File: src/rtl/chess_clock_if.sv
// Signal bundle between the chess clock and the board controller / display stage.
interface chess_clock_if;
  logic        start;
  logic        move_done;
  logic        pause;
  logic        clear;
  logic [15:0] code;
  logic        white_to_move;
  logic        running;
  logic        white_flag;
  logic        black_flag;

  // Controller side: issues game commands and watches the clock outputs.
  modport master (
    output start, move_done, pause, clear,
    input  code, white_to_move, running, white_flag, black_flag
  );

  // Clock side: receives game commands and drives the display code and status.
  modport slave (
    input  start, move_done, pause, clear,
    output code, white_to_move, running, white_flag, black_flag
  );
endinterface

File: src/rtl/chess_clock.sv
// Two-player countdown chess clock. Each side's remaining time is held as BCD
// mm:ss and decremented once per clock second, derived from clk50 through a
// prescaler. The displayed code and status flags are registered copies of the
// internal state, so they all lag that state by exactly one cycle together.
module chess_clock #(
  parameter int         CLK_HZ   = 50_000_000,
  parameter logic [7:0] INIT_MIN = 8'h05,
  parameter logic [7:0] INIT_SEC = 8'h00
) (
  input logic          clk50,
  input logic          reset_n,
  chess_clock_if.slave bus
);

  localparam int              PW        = (CLK_HZ > 1) ? $clog2(CLK_HZ) : 1;
  localparam logic [PW-1:0]   TERM      = PW'(CLK_HZ - 1);
  localparam logic [15:0]     INIT_TIME = {INIT_MIN, INIT_SEC};

  typedef enum logic [1:0] {IDLE, RUN_W, RUN_B, TIMEOUT} state_t;

  state_t        state_q, state_d;
  logic [PW-1:0] presc_q, presc_d;
  logic [15:0]   whiteTime_q, whiteTime_d;
  logic [15:0]   blackTime_q, blackTime_d;
  logic          whiteSide_q, whiteSide_d;
  logic          whiteExp_q, whiteExp_d;
  logic          blackExp_q, blackExp_d;

  logic [15:0]   code_q, code_d;
  logic          whiteToMove_q, whiteToMove_d;
  logic          running_q, running_d;
  logic          whiteFlag_q, whiteFlag_d;
  logic          blackFlag_q, blackFlag_d;

  logic          tick;
  logic [15:0]   decTime;

  // One-second BCD countdown with borrow through every digit; 00:00 stays 00:00.
  function automatic logic [15:0] bcdDec(input logic [15:0] t);
    logic [3:0] m1, m0, s1, s0;
    {m1, m0, s1, s0} = t;
    if (t == 16'h0000) begin
      return t;
    end
    if (s0 != 4'd0) begin
      s0 = s0 - 4'd1;
    end else begin
      s0 = 4'd9;
      if (s1 != 4'd0) begin
        s1 = s1 - 4'd1;
      end else begin
        s1 = 4'd5;
        if (m0 != 4'd0) begin
          m0 = m0 - 4'd1;
        end else begin
          m0 = 4'd9;
          m1 = m1 - 4'd1;
        end
      end
    end
    return {m1, m0, s1, s0};
  endfunction

  // Next-state logic: clear dominates, then the game state decides how start,
  // move_done, pause and the one-second tick interact.
  always_comb begin
    state_d     = state_q;
    presc_d     = presc_q;
    whiteTime_d = whiteTime_q;
    blackTime_d = blackTime_q;
    whiteSide_d = whiteSide_q;
    whiteExp_d  = whiteExp_q;
    blackExp_d  = blackExp_q;
    tick        = (presc_q == TERM);
    decTime     = bcdDec(whiteSide_q ? whiteTime_q : blackTime_q);

    if (bus.clear) begin
      state_d     = IDLE;
      presc_d     = '0;
      whiteTime_d = INIT_TIME;
      blackTime_d = INIT_TIME;
      whiteSide_d = 1'b1;
      whiteExp_d  = 1'b0;
      blackExp_d  = 1'b0;
    end else begin
      case (state_q)
        IDLE: begin
          if (bus.start) begin
            presc_d     = '0;
            whiteSide_d = 1'b1;
            if (INIT_TIME == 16'h0000) begin
              state_d    = TIMEOUT;
              whiteExp_d = 1'b1;
            end else begin
              state_d = RUN_W;
            end
          end
        end
        RUN_W, RUN_B: begin
          if (!bus.pause) begin
            presc_d = tick ? '0 : presc_q + PW'(1);
            if (tick) begin
              if (whiteSide_q) whiteTime_d = decTime;
              else             blackTime_d = decTime;
            end
            if (tick && decTime == 16'h0000) begin
              state_d = TIMEOUT;
              if (whiteSide_q) whiteExp_d = 1'b1;
              else             blackExp_d = 1'b1;
            end else if (bus.move_done) begin
              presc_d     = '0;
              whiteSide_d = !whiteSide_q;
              state_d     = whiteSide_q ? RUN_B : RUN_W;
            end
          end
        end
        default: begin
        end
      endcase
    end

    code_d        = whiteSide_q ? whiteTime_q : blackTime_q;
    whiteToMove_d = whiteSide_q;
    running_d     = (state_q == RUN_W || state_q == RUN_B) && !bus.pause;
    whiteFlag_d   = whiteExp_q;
    blackFlag_d   = blackExp_q;
  end

  // State and output registers; outputs are snapshots of the previous state.
  always_ff @(posedge clk50 or negedge reset_n) begin
    if (!reset_n) begin
      state_q       <= IDLE;
      presc_q       <= '0;
      whiteTime_q   <= INIT_TIME;
      blackTime_q   <= INIT_TIME;
      whiteSide_q   <= 1'b1;
      whiteExp_q    <= 1'b0;
      blackExp_q    <= 1'b0;
      code_q        <= INIT_TIME;
      whiteToMove_q <= 1'b1;
      running_q     <= 1'b0;
      whiteFlag_q   <= 1'b0;
      blackFlag_q   <= 1'b0;
    end else begin
      state_q       <= state_d;
      presc_q       <= presc_d;
      whiteTime_q   <= whiteTime_d;
      blackTime_q   <= blackTime_d;
      whiteSide_q   <= whiteSide_d;
      whiteExp_q    <= whiteExp_d;
      blackExp_q    <= blackExp_d;
      code_q        <= code_d;
      whiteToMove_q <= whiteToMove_d;
      running_q     <= running_d;
      whiteFlag_q   <= whiteFlag_d;
      blackFlag_q   <= blackFlag_d;
    end
  end

  assign bus.code          = code_q;
  assign bus.white_to_move = whiteToMove_q;
  assign bus.running       = running_q;
  assign bus.white_flag    = whiteFlag_q;
  assign bus.black_flag    = blackFlag_q;

endmodule

File: src/flat_wrapper.sv
// flat-port wrapper written by rule: the top's interface ports become plain ports
module chess_clock_flat 
#(
  parameter int         CLK_HZ   = 50_000_000,
  parameter logic [7:0] INIT_MIN = 8'h05,
  parameter logic [7:0] INIT_SEC = 8'h00
)
  (clk50, reset_n, bus_start, bus_move_done, bus_pause, bus_clear, bus_code, bus_white_to_move, bus_running, bus_white_flag, bus_black_flag);
  chess_clock_if bus_i ();
  input logic clk50;
  input logic reset_n;
  input wire logic [$bits(bus_i.start)-1:0] bus_start;
  input wire logic [$bits(bus_i.move_done)-1:0] bus_move_done;
  input wire logic [$bits(bus_i.pause)-1:0] bus_pause;
  input wire logic [$bits(bus_i.clear)-1:0] bus_clear;
  output wire logic [$bits(bus_i.code)-1:0] bus_code;
  output wire logic [$bits(bus_i.white_to_move)-1:0] bus_white_to_move;
  output wire logic [$bits(bus_i.running)-1:0] bus_running;
  output wire logic [$bits(bus_i.white_flag)-1:0] bus_white_flag;
  output wire logic [$bits(bus_i.black_flag)-1:0] bus_black_flag;
  assign bus_i.start = bus_start;
  assign bus_i.move_done = bus_move_done;
  assign bus_i.pause = bus_pause;
  assign bus_i.clear = bus_clear;
  assign bus_code = bus_i.code;
  assign bus_white_to_move = bus_i.white_to_move;
  assign bus_running = bus_i.running;
  assign bus_white_flag = bus_i.white_flag;
  assign bus_black_flag = bus_i.black_flag;
  chess_clock #(.CLK_HZ(CLK_HZ), .INIT_MIN(INIT_MIN), .INIT_SEC(INIT_SEC)) u_core (.clk50(clk50), .reset_n(reset_n), .bus(bus_i));
endmodule
File: config.mk
export PLATFORM = sky130hd
export DESIGN_NAME = chess_clock_flat
export DESIGN_NICKNAME = d
export VERILOG_FILES = /design/src/rtl/chess_clock_if.sv /design/src/rtl/chess_clock.sv /design/src/flat_wrapper.sv
export SDC_FILE = /design/constraint.sdc
export NUM_CORES = 1
export LEC_CHECK = 0
export ABC_AREA = 1
export CORE_ASPECT_RATIO = 1.25
export CORE_UTILIZATION = 45
export DETAILED_ROUTE_END_ITERATION = 8
export GPL_ROUTABILITY_DRIVEN = 0
export HOLD_SLACK_MARGIN = 0.1
export PLACE_DENSITY = 0.63
export REMOVE_ABC_BUFFERS = 1
export SYNTH_ARGS = -nofsm -noshare
export SYNTH_HDL_FRONTEND = slang
export SYNTH_SLANG_ARGS = --single-unit
File: constraint.sdc
create_clock -name clk50 -period 5.88 [get_ports clk50]
set_clock_uncertainty 0.15 [all_clocks]
set_input_delay 1.176 -clock clk50 [delete_from_list [all_inputs] [get_ports clk50]]
set_output_delay 1.176 -clock clk50 [all_outputs]
set_load 0.1 [all_outputs]
== Word level (Yosys, flattened, before mapping) ==
Cells that the tools add are included.
Word-level totals
  flip-flop bits (word level): 83
  bits in latches: 0
  RAM bits: 0
  memory bits (read-only): 0
  input bits: 6
  logic and storage cells: 104
  memories kept: 0
Cells by class
  $add $sub $neg: 5
  multiply operators: 0
  div/mod/pow operators: 0
  $lt $le $gt $ge: 0
  equal/unequal tests: 10
  shift operators: 0
  multiplexer cells: 53
  bitwise logic cells: 0
  reduce and logical (&&, ||, !) cells: 24
Operators by type and width (number)
  $mux W16: 13
  $mux W26: 6
  $pmux W26 S2: 1
  $mux W4: 9
  $logic_not A16 Y1: 2
  $add A26 B1 Y26 const B: 1
  $eq A26 B26 Y1 const B: 1
  $reduce_and A4 Y1: 5
  $mux W1: 16
  $sub A4 B1 Y4 const B: 4
  $mux W2: 6
  $ne A3 B3 Y1 const B: 4
  $reduce_bool A4 Y1: 3
  $reduce_bool A2 Y1: 4
  $reduce_and A5 Y1: 1
  $ne A4 B3 Y1 const B: 1
  $pmux W2 S2: 1
  $reduce_and A3 Y1: 1
  $reduce_bool A3 Y1: 1
  $eq A2 B1 Y1 const B: 1
  $eq A2 B2 Y1 const B: 1
  $logic_and A1 B1 Y1: 2
  $logic_not A1 Y1: 2
  $logic_not A2 Y1: 1
  5 further kinds: 5

== Depth between registers and ports, before layout ==
  depth in word-level cells: 12
  gate-level depth with buffers: 19
  gate-level depth less buffers: 18

== Least setup slack after synthesis ==
Ideal clock, no wire load.
  path kind: input-to-reg
  from: input bus_clear
  to: register u_core.presc_q[24]
  data arrival time: 2.602 ns
  data required time: 5.652 ns
  path slack: 3.050 ns
  stages: 11
  path buffers: 0
  path through: inv_2 > nand2_1 > o22ai_1 > nor2_1 > inv_1 > nor3_1 > nand2_1 > nor3_1 > nand3_1 > or2_0 > a21oi_1
Between the ends
  word-level cells in the longest chain between the ends: 2
  elaborated cells on any way between the ends: 5
  those cells by class: 2 x eq/ne; 1 x mux; 2 x reduce/logical
RTL lines
  start, declared: RTL line flat_wrapper.sv:15  | input wire logic [$bits(bus_i.clear)-1:0] bus_clear;
  $ne A3 B3 Y1 (no source line) / $reduce_bool A3 Y1 (equally long branches)
  $reduce_and A3 Y1 (no source line)
  end signal, assigned: RTL line chess_clock.sv:146  | presc_q <= presc_d;
  end, declared: RTL line chess_clock.sv:22  | logic [PW-1:0] presc_q, presc_d;
Several ways; a longest one is shown, not always the timed one.
A chain may end at the register's enable or synchronous reset.

== Final worst setup path ==
Same ends and word-level chain as after synthesis.

==> flow_summary.ini <==
[outcome]
outcome = completed

[cells_and_area]
layout-drive-gt1-share = 0.142
n_antenna_cell = 0
final_nets = 600
area_delta_synth_final_pct = 14.9

[synthesis]
syn-mean-instance-area_sq_um = 7.99
synth_edf_count = 0
syn_area_sq_um = 4490
netlist.area_leader.share = 0.418
netlist_top_cells_area = dfrtp_1 42%, nand2_1 13%, inv_1 5.4%
synth-seq-cells = 83
syn_inst = 562
synthDistinctLibCells = 43
synth-seq-area-share = 0.465
synth_top_cell_by_area = dfrtp_1
ys.flop_type = dfrtp_1
synth_warnings = 0
async_flop_share = 1.00

[power]
p_total_uw = 2940
p_switching_uw = 1410
p_per_area_nw_per_um2 = 571
seqPwrFrac = 0.260
pwr-share-comb = 0.533
p_clk_frac = 0.208
switching_share = 0.480
ir_drop_mv = 0.338
power.internal_uw = 1530
power_leakage_uw = 0.00235

[clocking]
cts_buffers = 9
cts-resized-gates = 0
cts_tree = done
cts_root_buffer = clkbuf_16
clockBufferDepth = 2
clkSlewWorstSetupHoldPaths_ns = 0.06
ctsHtreeMaxLevel = 3
numClockSinks = 83
clk_latency_ns = 0.33
hold_buffers = 0
postCtsSetupBuffers = 0

[sta]
setup_tns_ns = 0
hold-worst-slack_ns = 0.234
maxSlewHeadroom = 0.310
fin_crit_ns = 3.91
worst_slew_pin_slew_ns = 1.04
layout_worst_path_cycle_share = 0.665
setup_ws_ns = 1.97
rsz0062_at_grt = false
drv_slew = 0
setup_violations = 0
max_freq_ghz = 0.256
hold_viol = 0

[setup_path]
r2r_start = u_core.whiteSide_q
critPathKind = in2reg
critPathSlowestCell = clkdlybuf4s50_1
r2r_cells = 13
rrSetupSlack_ns = 2.60
worst-path-buf-inv = 3
r2r_end = u_core.state_q[1]
cpLargestDelayFamily = simple AND/OR/NAND/NOR gates
critical_path_required_ns = 5.99
critPathLaunchType = input pin
slowest_delay_ns = 0.78
critPathCaptureType = flip-flop
cp_cell_sequence = clkdlybuf4s50_1, inv_2, nand2_1, o22ai_1, nor2_1, inv_1, nor3_1, nand2_1, nor3_1, nand3_1, or2_0, a21oi_1
cp.arrival_ns = 4.02
crit_fanout = 12

[placed_design]
place_hpwl_um = 6880
dp_slack_ns = 1.68
io_buffers = 25

[route]
wl_um = 9700
ant_nets = 0
drt-initial-drc-count = 158
viasPerCell = 5.11
drcViolationCount = 0
wl_per_cell_um = 13.5
vias = 3667
dr.pass1.iters = 5

[grt]
grt-ovfl-total = 0
antenna_found_initial = 0
grt_util_all_layers = 0.202
grt_pass1_vias = 3642
grt_pass1_wl_um = 16400
grt_max_degree = 84

[floorplanning]
fp.dieH_um = 114
std_cell_rows = 40
dieArea_sq_um = 10400
start_util = 0.465
core_area_sq_um = 9660
fp.dieW_um = 91.3
ios = 26

[run]
cap_violations = 0

[min_path]
hold-path-cell-count = 0
hold_end = u_core.bus.white_flag
hold_start = u_core.whiteExp_q
hold_path.class = reg2reg
-- cells in the final DEF, fill, tap and decap left out, types with 3 or more instances in the layout --
| cell | n |
|---|---|
| o21ai_0 | 46 |
| ha_1 | 7 |
| nor2_2 | 6 |
| dfrtp_1 | 75 |
| nor2_1 | 47 |
| clkbuf_16 | 9 |
| clkdlybuf4s50_1 | 24 |
| nand2_2 | 16 |
| nand2_4 | 5 |
| o21a_1 | 3 |
| o21ai_1 | 6 |
| inv_2 | 6 |
| o21ai_2 | 7 |
| nor2_4 | 5 |
| nor3_1 | 10 |
| inv_1 | 65 |
| dfstp_2 | 8 |
| nand2_1 | 150 |
| a21oi_1 | 22 |
| nand4_1 | 11 |
| nand3_2 | 5 |
| nand3_1 | 26 |
-- worst max path at each step --
stage / slack, ns / end / cells after the start / startpoint
6_report: 1.97 / u_core.presc_q[24] / 12 / bus_clear
5_1_grt: 1.67 / u_core.presc_q[24] / 12 / bus_clear
4_1_cts: 2.02 / u_core.presc_q[24] / 12 / bus_clear
3_5_place_dp: 1.68 / u_core.presc_q[24] / 12 / bus_clear
3_3_place_gp: 1.78 / u_core.presc_q[24] / 12 / bus_clear
2_1_floorplan: 2.77 / u_core.state_q[1] / 16 / u_core.whiteSide_q
-- cell usage after synthesis (5+ instances only) --
cell type,count
clkbuf_1,7
nand2_4,5
nand4_1,11
o21ai_2,7
dfstp_2,8
o21ai_1,6
nand3_1,26
nand2_2,16
inv_2,6
nand2_1,150
nor2_1,47
nor3_1,10
nor2_2,6
ha_1,7
nand3_2,5
inv_1,65
dfrtp_1,75
nor2_4,5
o21ai_0,46
a21oi_1,22
-- flip-flops by register name, indices dropped and copies added (netlist names) --
register / cells
u_core.blackExp_q: 1
u_core.blackTime_q: 16
u_core.bus.black_flag: 1
u_core.bus.code: 16
u_core.bus.running: 1
u_core.bus.white_flag: 1
u_core.bus.white_to_move: 1
u_core.presc_q: 26
u_core.state_q: 2
u_core.whiteExp_q: 1
u_core.whiteSide_q: 1
u_core.whiteTime_q: 16
-- per-layer routing --
layer | share of wire | GRT usage
met5 | 0 | 0
met2 | 0.54 | 0.369
met1 | 0.41 | 0.229
met3 | 0.029 | 0.0393
met4 | 0.013 | 0.0889
-- logic make-up after synthesis --
family                     after synthesis  share of synthesized area
DFF                                     83                      0.465
buffers and inverters                   84                     0.0769
and+or+nand+nor                        293                      0.316
AOI/OAI and AO/OA                       91                      0.115
xor gates and xnor gates                 4                    0.00781
adders and majority gates                7                     0.0195
-- stage by stage --
step / utilization / area [sq um] / cells
after CTS: 0.534 / 5160 / 718
after floorplan: - / 4410 / 550
after detailed placement: 0.500 / 4830 / 702
after global routing: 0.534 / 5160 / 718
after global placement: 0.500 / 4830 / 702
final: 0.534 / 5160 / 718
-- final cells by class --
cell class	instances	area (sq um)
clock buffer	12	256
tap	126	158
timing repair buffer	26	255
fill	886	4500
clock inverter	4	72.6
inverter	72	270
multi-input combinational	395	2060
sequential	83	2090
-- power by group through the flow --
stage	clock [uW]	sequential, uW	combinational (uW)
2_1_floorplan	0	1160	844
3_3_place_gp	0	771	1550
3_5_place_dp	0	774	1570
4_1_cts	631	764	1580
5_1_grt	651	777	1720
6_report	611	764	1570
(Power assumes the default switching activity.)
